File: config.mk
export PLATFORM = sky130hd
export DESIGN_NAME = mem_ctrl
export DESIGN_NICKNAME = d
export VERILOG_FILES = /design/src/rtl/mem_ctrl_pkg.sv /design/src/rtl/mem_ctrl.sv
export SDC_FILE = /design/constraint.sdc
export NUM_CORES = 1
export LEC_CHECK = 0
export BUFFER_PORTS_ARGS = -buffer_cell sky130_fd_sc_hd__buf_2
export CORE_MARGIN = 2
export CORE_UTILIZATION = 47
export DETAILED_ROUTE_END_ITERATION = 12
export PLACE_DENSITY = 0.88
export RECOVER_POWER = 25
export SYNTH_ARGS = -nofsm -noshare
export SYNTH_HDL_FRONTEND = slang
export SYNTH_SLANG_ARGS = --single-unit
File: constraint.sdc
create_clock -name clk -period 3.5 [get_ports clk]
set_input_delay 0.175 -clock clk [delete_from_list [all_inputs] [get_ports clk]]
set_output_delay 0.175 -clock clk [all_outputs]
set_load 0.05 [all_outputs]
File: src/rtl/mem_ctrl_pkg.sv
// Shared types and constants for the byte-serial memory controller.
// Holds controller states, data width codes and the length decode.
package mem_ctrl_pkg;

    typedef enum logic [2:0] {
        MEM_IDLE,
        MEM_IREAD,
        MEM_DREAD,
        MEM_DWRITE,
        MEM_DONE
    } mem_state_e;

    localparam logic [1:0] MEM_W_BYTE = 2'd0;
    localparam logic [1:0] MEM_W_HALF = 2'd1;
    localparam logic [1:0] MEM_W_WORD = 2'd2;

    // Index of the final byte of a data transfer; code 3 behaves as a word.
    function automatic logic [1:0] data_last(input logic [1:0] width);
        case (width)
            MEM_W_BYTE: data_last = 2'd0;
            MEM_W_HALF: data_last = 2'd1;
            MEM_W_WORD: data_last = 2'd3;
            default:    data_last = 2'd3;
        endcase
    endfunction

endpackage

File: src/rtl/mem_ctrl.sv
// Byte-serial controller sharing one 8-bit synchronous RAM between
// instruction line refills and 1/2/4-byte data loads and stores.
module mem_ctrl
    import mem_ctrl_pkg::*;
#(
    parameter int ADDR_W     = 17,
    parameter int LINE_BYTES = 16
) (
    input  logic                    clk,
    input  logic                    rst,
    input  logic                    rdy,
    input  logic                    inst_re,
    input  logic [31:0]             inst_addr,
    output logic [8*LINE_BYTES-1:0] inst_data,
    output logic                    inst_busy,
    input  logic                    data_re,
    input  logic                    data_we,
    input  logic [31:0]             data_addr,
    input  logic [1:0]              data_width,
    input  logic [31:0]             data_wdata,
    output logic [31:0]             data_rdata,
    output logic                    data_busy,
    input  logic [7:0]              mem_din,
    output logic [7:0]              mem_dout,
    output logic [ADDR_W-1:0]       mem_a,
    output logic                    mem_wr
);

    localparam int CW = $clog2(LINE_BYTES);

    mem_state_e        state;
    mem_state_e        state_n;
    logic [CW-1:0]     cnt;
    logic [CW-1:0]     cnt_nx;
    logic [CW-1:0]     last_idx;
    logic              is_last;
    logic [ADDR_W-1:0] base;
    logic [ADDR_W-1:0] next_a;
    logic [ADDR_W-1:0] line_base;
    logic [31:0]       wdata_q;
    logic [1:0]        width_q;
    logic              wr_q;
    logic              unused_addr;

    assign line_base = {inst_addr[ADDR_W-1:CW], {CW{1'b0}}};
    assign cnt_nx    = cnt + CW'(1);
    assign next_a    = base + ADDR_W'(cnt_nx);
    assign last_idx  = (state == MEM_IREAD) ? CW'(LINE_BYTES - 1)
                                            : CW'(data_last(width_q));
    assign is_last   = (cnt == last_idx);

    // A frozen write cycle must not strobe the RAM.
    assign mem_wr = wr_q & rdy;

    assign unused_addr = ^{inst_addr[31:ADDR_W], inst_addr[CW-1:0],
                           data_addr[31:ADDR_W]};

    // State register.
    always_ff @(posedge clk) begin
        if (rst) begin
            state <= MEM_IDLE;
        end else begin
            state <= state_n;
        end
    end

    // Next state: data beats instruction, DONE absorbs the lingering request.
    always_comb begin
        state_n = state;
        if (rdy) begin
            unique case (state)
                MEM_IDLE: begin
                    if (data_we) begin
                        state_n = MEM_DWRITE;
                    end else if (data_re) begin
                        state_n = MEM_DREAD;
                    end else if (inst_re) begin
                        state_n = MEM_IREAD;
                    end
                end
                MEM_IREAD, MEM_DREAD, MEM_DWRITE: begin
                    if (is_last) begin
                        state_n = MEM_DONE;
                    end
                end
                MEM_DONE: state_n = MEM_IDLE;
                default:  state_n = MEM_IDLE;
            endcase
        end
    end

    // Datapath: latch request, step the RAM address, assemble or emit bytes.
    always_ff @(posedge clk) begin
        if (rst) begin
            cnt        <= '0;
            base       <= '0;
            wdata_q    <= '0;
            width_q    <= MEM_W_BYTE;
            wr_q       <= 1'b0;
            inst_busy  <= 1'b0;
            data_busy  <= 1'b0;
            inst_data  <= '0;
            data_rdata <= '0;
            mem_a      <= '0;
            mem_dout   <= '0;
        end else if (rdy) begin
            unique case (state)
                MEM_IDLE: begin
                    cnt <= '0;
                    if (data_we || data_re) begin
                        base      <= data_addr[ADDR_W-1:0];
                        mem_a     <= data_addr[ADDR_W-1:0];
                        width_q   <= data_width;
                        wdata_q   <= data_wdata;
                        data_busy <= 1'b1;
                        if (data_we) begin
                            wr_q     <= 1'b1;
                            mem_dout <= data_wdata[7:0];
                        end
                    end else if (inst_re) begin
                        base      <= line_base;
                        mem_a     <= line_base;
                        inst_busy <= 1'b1;
                    end
                end
                MEM_IREAD: begin
                    inst_data[{cnt, 3'b000} +: 8] <= mem_din;
                    if (is_last) begin
                        inst_busy <= 1'b0;
                    end else begin
                        cnt   <= cnt_nx;
                        mem_a <= next_a;
                    end
                end
                MEM_DREAD: begin
                    if (cnt == '0) begin
                        data_rdata <= {24'd0, mem_din};
                    end else begin
                        data_rdata[{cnt[1:0], 3'b000} +: 8] <= mem_din;
                    end
                    if (is_last) begin
                        data_busy <= 1'b0;
                    end else begin
                        cnt   <= cnt_nx;
                        mem_a <= next_a;
                    end
                end
                MEM_DWRITE: begin
                    if (is_last) begin
                        wr_q      <= 1'b0;
                        data_busy <= 1'b0;
                    end else begin
                        cnt      <= cnt_nx;
                        mem_a    <= next_a;
                        mem_dout <= wdata_q[{cnt_nx[1:0], 3'b000} +: 8];
                    end
                end
                MEM_DONE: cnt <= '0;
                default:  cnt <= '0;
            endcase
        end
    end

endmodule
==> impl_metrics.json <==
{
  "status": "complete, no violations",
  "endpoint": "mem_a[11]",
  "dr_wl_met3_um": 2672,
  "finalCritPeriodShare_pct": 81.82,
  "synth_xor_area_share_pct": 0.9184,
  "via_count": 10130,
  "drtIter0Drc": 783,
  "required_ns": 3.90,
  "cts_sinks": 246,
  "cpMaxStageDelayCell": "a31oi_1",
  "p_per_area_nw_per_um2": 522.7,
  "ys_ff_latch": 246,
  "end_kind": "flip-flop",
  "max_freq_ghz": 0.3492,
  "die_w_um": 153.4,
  "viasPerCell": 5.788,
  "worstPathCellList": "buf_4, ha_1, xor2_1, ha_1, or2_2, a31oi_1, nor3_1, o31ai_1, o21ai_0",
  "synth_compound_area_share_pct": 15.10,
  "cts_buffer_depth": 3,
  "r2r_end": "mem_a[11]",
  "slew_violations": 0,
  "critPathMaxStageDelay_ns": 0.44,
  "firstDrtPassIters": 5,
  "hold_class": "primary input to flip-flop",
  "syn_inst": 1199,
  "synth_edf_count": 0,
  "clk_latency_ns": 0.53,
  "post_cts_resized": 0,
  "start_util_pct": 47.92,
  "grt_setup_unrepaired": "false",
  "numCtsBuffers": 25,
  "muxShareOfSynthArea_pct": 10.78,
  "crit_type": "flip-flop to flip-flop",
  "rows": 54,
  "io_pins": 300,
  "hold_viol_final": 0,
  "timing.rr.start": "cnt[0]",
  "leakagePower_nw": 5.455,
  "clk_pin_slew_ns": 0.07,
  "die_h_um": 153.4,
  "startpoint": "cnt[0]",
  "gp_congestion": 0.8663,
  "total_power_w": 0.006818,
  "drcViolationCount": 0,
  "first_global_vias": 9855,
  "yosys.area_share.simple_pct": 20.53,
  "worstMarginPinSlew_ns": 0.9402,
  "irDropWorstVdd_uv": 378.8,
  "highest_layer": "met4",
  "h-tree-depth": 1,
  "synth_warnings": 0,
  "clockRootBuffer": "clkbuf_16",
  "setup_violations": 0,
  "ys_types": 65,
  "fin_setup_tns_ns": 0,
  "yosysSeqAreaShare_pct": 46.95,
  "drtAntennaViolNets": 0,
  "grt_overflow": 0,
  "path_common_cell": "ha_1",
  "cp.arrival_ns": 3.27,
  "finClkSkew_ns": 0.01051,
  "portBuffers": 265,
  "core_um2": 21890,
  "antenna_found_initial": 1,
  "wl_per_cell_um": 18.79,
  "crit_path_start_kind": "flip-flop",
  "r2r_setup_slack_ns": 0.64,
  "fin_nets": 1575,
  "wl_met2_um": 16100,
  "syn_to_final_growth_pct": 24.36,
  "met1_length_um": 12700,
  "fin_crit_ns": 2.864,
  "cap_viol_max_count": 0,
  "reg2regPathDepth": 9,
  "grt_pass1_wl_um": 51740,
  "grt_max_degree": 91,
  "grtUsageTotal_pct": 26.70,
  "n_fill_cell": 1859,
  "synth_fp_nets": 1322,
  "routed_wirelength_um": 32890,
  "synth_top_family_by_area": "simple AND/OR/NAND/NOR gates",
  "layout-drive-gt1-share_pct": 17.22,
  "synthAdderAreaFrac_pct": 1.384,
  "synth_area_um2": 10490,
  "critPathMaxFanout": 24,
  "relSlewSlack_pct": 37.32,
  "synthFlopType": "dfxtp_1",
  "die_area_um2": 23530,
  "holdPathStages": 4,
  "post-dp-hpwl_um": 21070,
  "syn_area_per_cell_um2": 8.749,
  "async_flop_share_pct": 0,
  "cts_tree": "done",
  "post_cts_buffers": 0
}
state kept, by name, indices dropped and copies added (netlist names):
signal and count:
data_rdata 32, mem_a 17, wdata_q 32, state 3
inst_busy 1, width_q 2, base 17, mem_dout 8
cnt 4, wr_q 1, inst_data 128, data_busy 1
cell type report:
type	instances	area, um2	area share (%)
antenna	1	2.502	0.01918
tap	280	350.3	2.686
inverter	18	67.56	0.5179
clock inverter	13	183.9	1.410
timing repair buffer	319	1698	13.02
multi-input combinational	842	5130	39.32
sequential	246	4925	37.75
clock buffer	31	688.2	5.275
through the flow:
stage	setup slack (ns)	area, um2	util, %	cells	hold slack [ns]
after floorplan	0.2044	10490	-	1199	0.3110
after global placement	0.7942	11930	54.48	1667	0.4166
after detailed placement	0.6594	11930	54.48	1667	0.4205
after CTS	0.6513	13180	60.20	1749	0.02388
after global routing	0.4062	13050	59.59	1750	0.05045
final	0.6363	13050	59.59	1750	0.04831
critical path: cells and delay by family, from the launching register on:
family	cells	cell delay, ns
AO/OA/AOI/OAI	3	0.82
flip-flops	1	0.33
AND/OR/NAND/NOR	2	0.42
buffers and inverters	1	0.32
XOR/XNOR	1	0.18
adder cells (fa/ha/maj)	2	0.66
metal layers:
metal	global-route usage (%)	vias to the layer above
met5	0	-
met4	12.15	0
met3	5.217	110
met2	46.11	543
met1	32.19	4763
li1	-	4713
cell usage in the layout (no fill, tap or decap), types with 17 or more instances in the layout:
cell,n
dfxtp_1,246
a21oi_1,85
inv_1,17
dlygate4sd3_1,38
nand3_1,99
a211oi_1,18
nor2_1,95
o21ai_0,63
mux2i_1,95
clkbuf_1,110
clkbuf_16,25
buf_2,156
nand2_1,194
kinds of logic after synthesis:
family | Yosys count
AOI/OAI and AO/OA | 249
adders and majority gates | 11
xor gates and xnor gates | 11
buffers and inverters | 111
muxes | 103
and+or+nand+nor | 468
DFF | 246
synthesized netlist by cell type, types with 17 or more instances:
cell | count | area share (%)
inv_1 | 17 | 0.61
clkbuf_1 | 67 | 2.4
o21ai_0 | 63 | 3.0
mux2i_1 | 95 | 9.1
nor2_1 | 95 | 3.4
a21oi_1 | 85 | 4.1
a211oi_1 | 18 | 1.3
dfxtp_1 | 246 | 47
buf_2 | 19 | 0.91
nand2_1 | 194 | 6.9
nor3_1 | 17 | 0.81
nand3_1 | 99 | 4.7
power breakdown:
group | total (W) | leakage (nW) | internal (W) | switching, W
registers | 0.00299 | 1.99 | 0.00291 | 0.0000883
logic | 0.000966 | 3.03 | 0.000302 | 0.000663
clock network | 0.00286 | 0.427 | 0.00170 | 0.00116
total | 0.00682 | 5.45 | 0.00491 | 0.00191
worst min-delay path by stage:
stage                         startpoint     endpoint  slack (ns)
after global routing             data_we     state[0]        0.05
after floorplan            data_wdata[0]   wdata_q[0]        0.31
after CTS                  inst_addr[15]     base[15]        0.02
after detailed placement  data_wdata[28]  wdata_q[28]        0.42
after global placement    data_wdata[28]  wdata_q[28]        0.42
final                      data_addr[15]     base[15]        0.05
what timing repair did:
item	in CTS	in global routing
endpoints found under the setup margin	0	0
endpoints found under the hold margin	38	0
hold buffers	38	0
(Power assumes the default switching activity.)
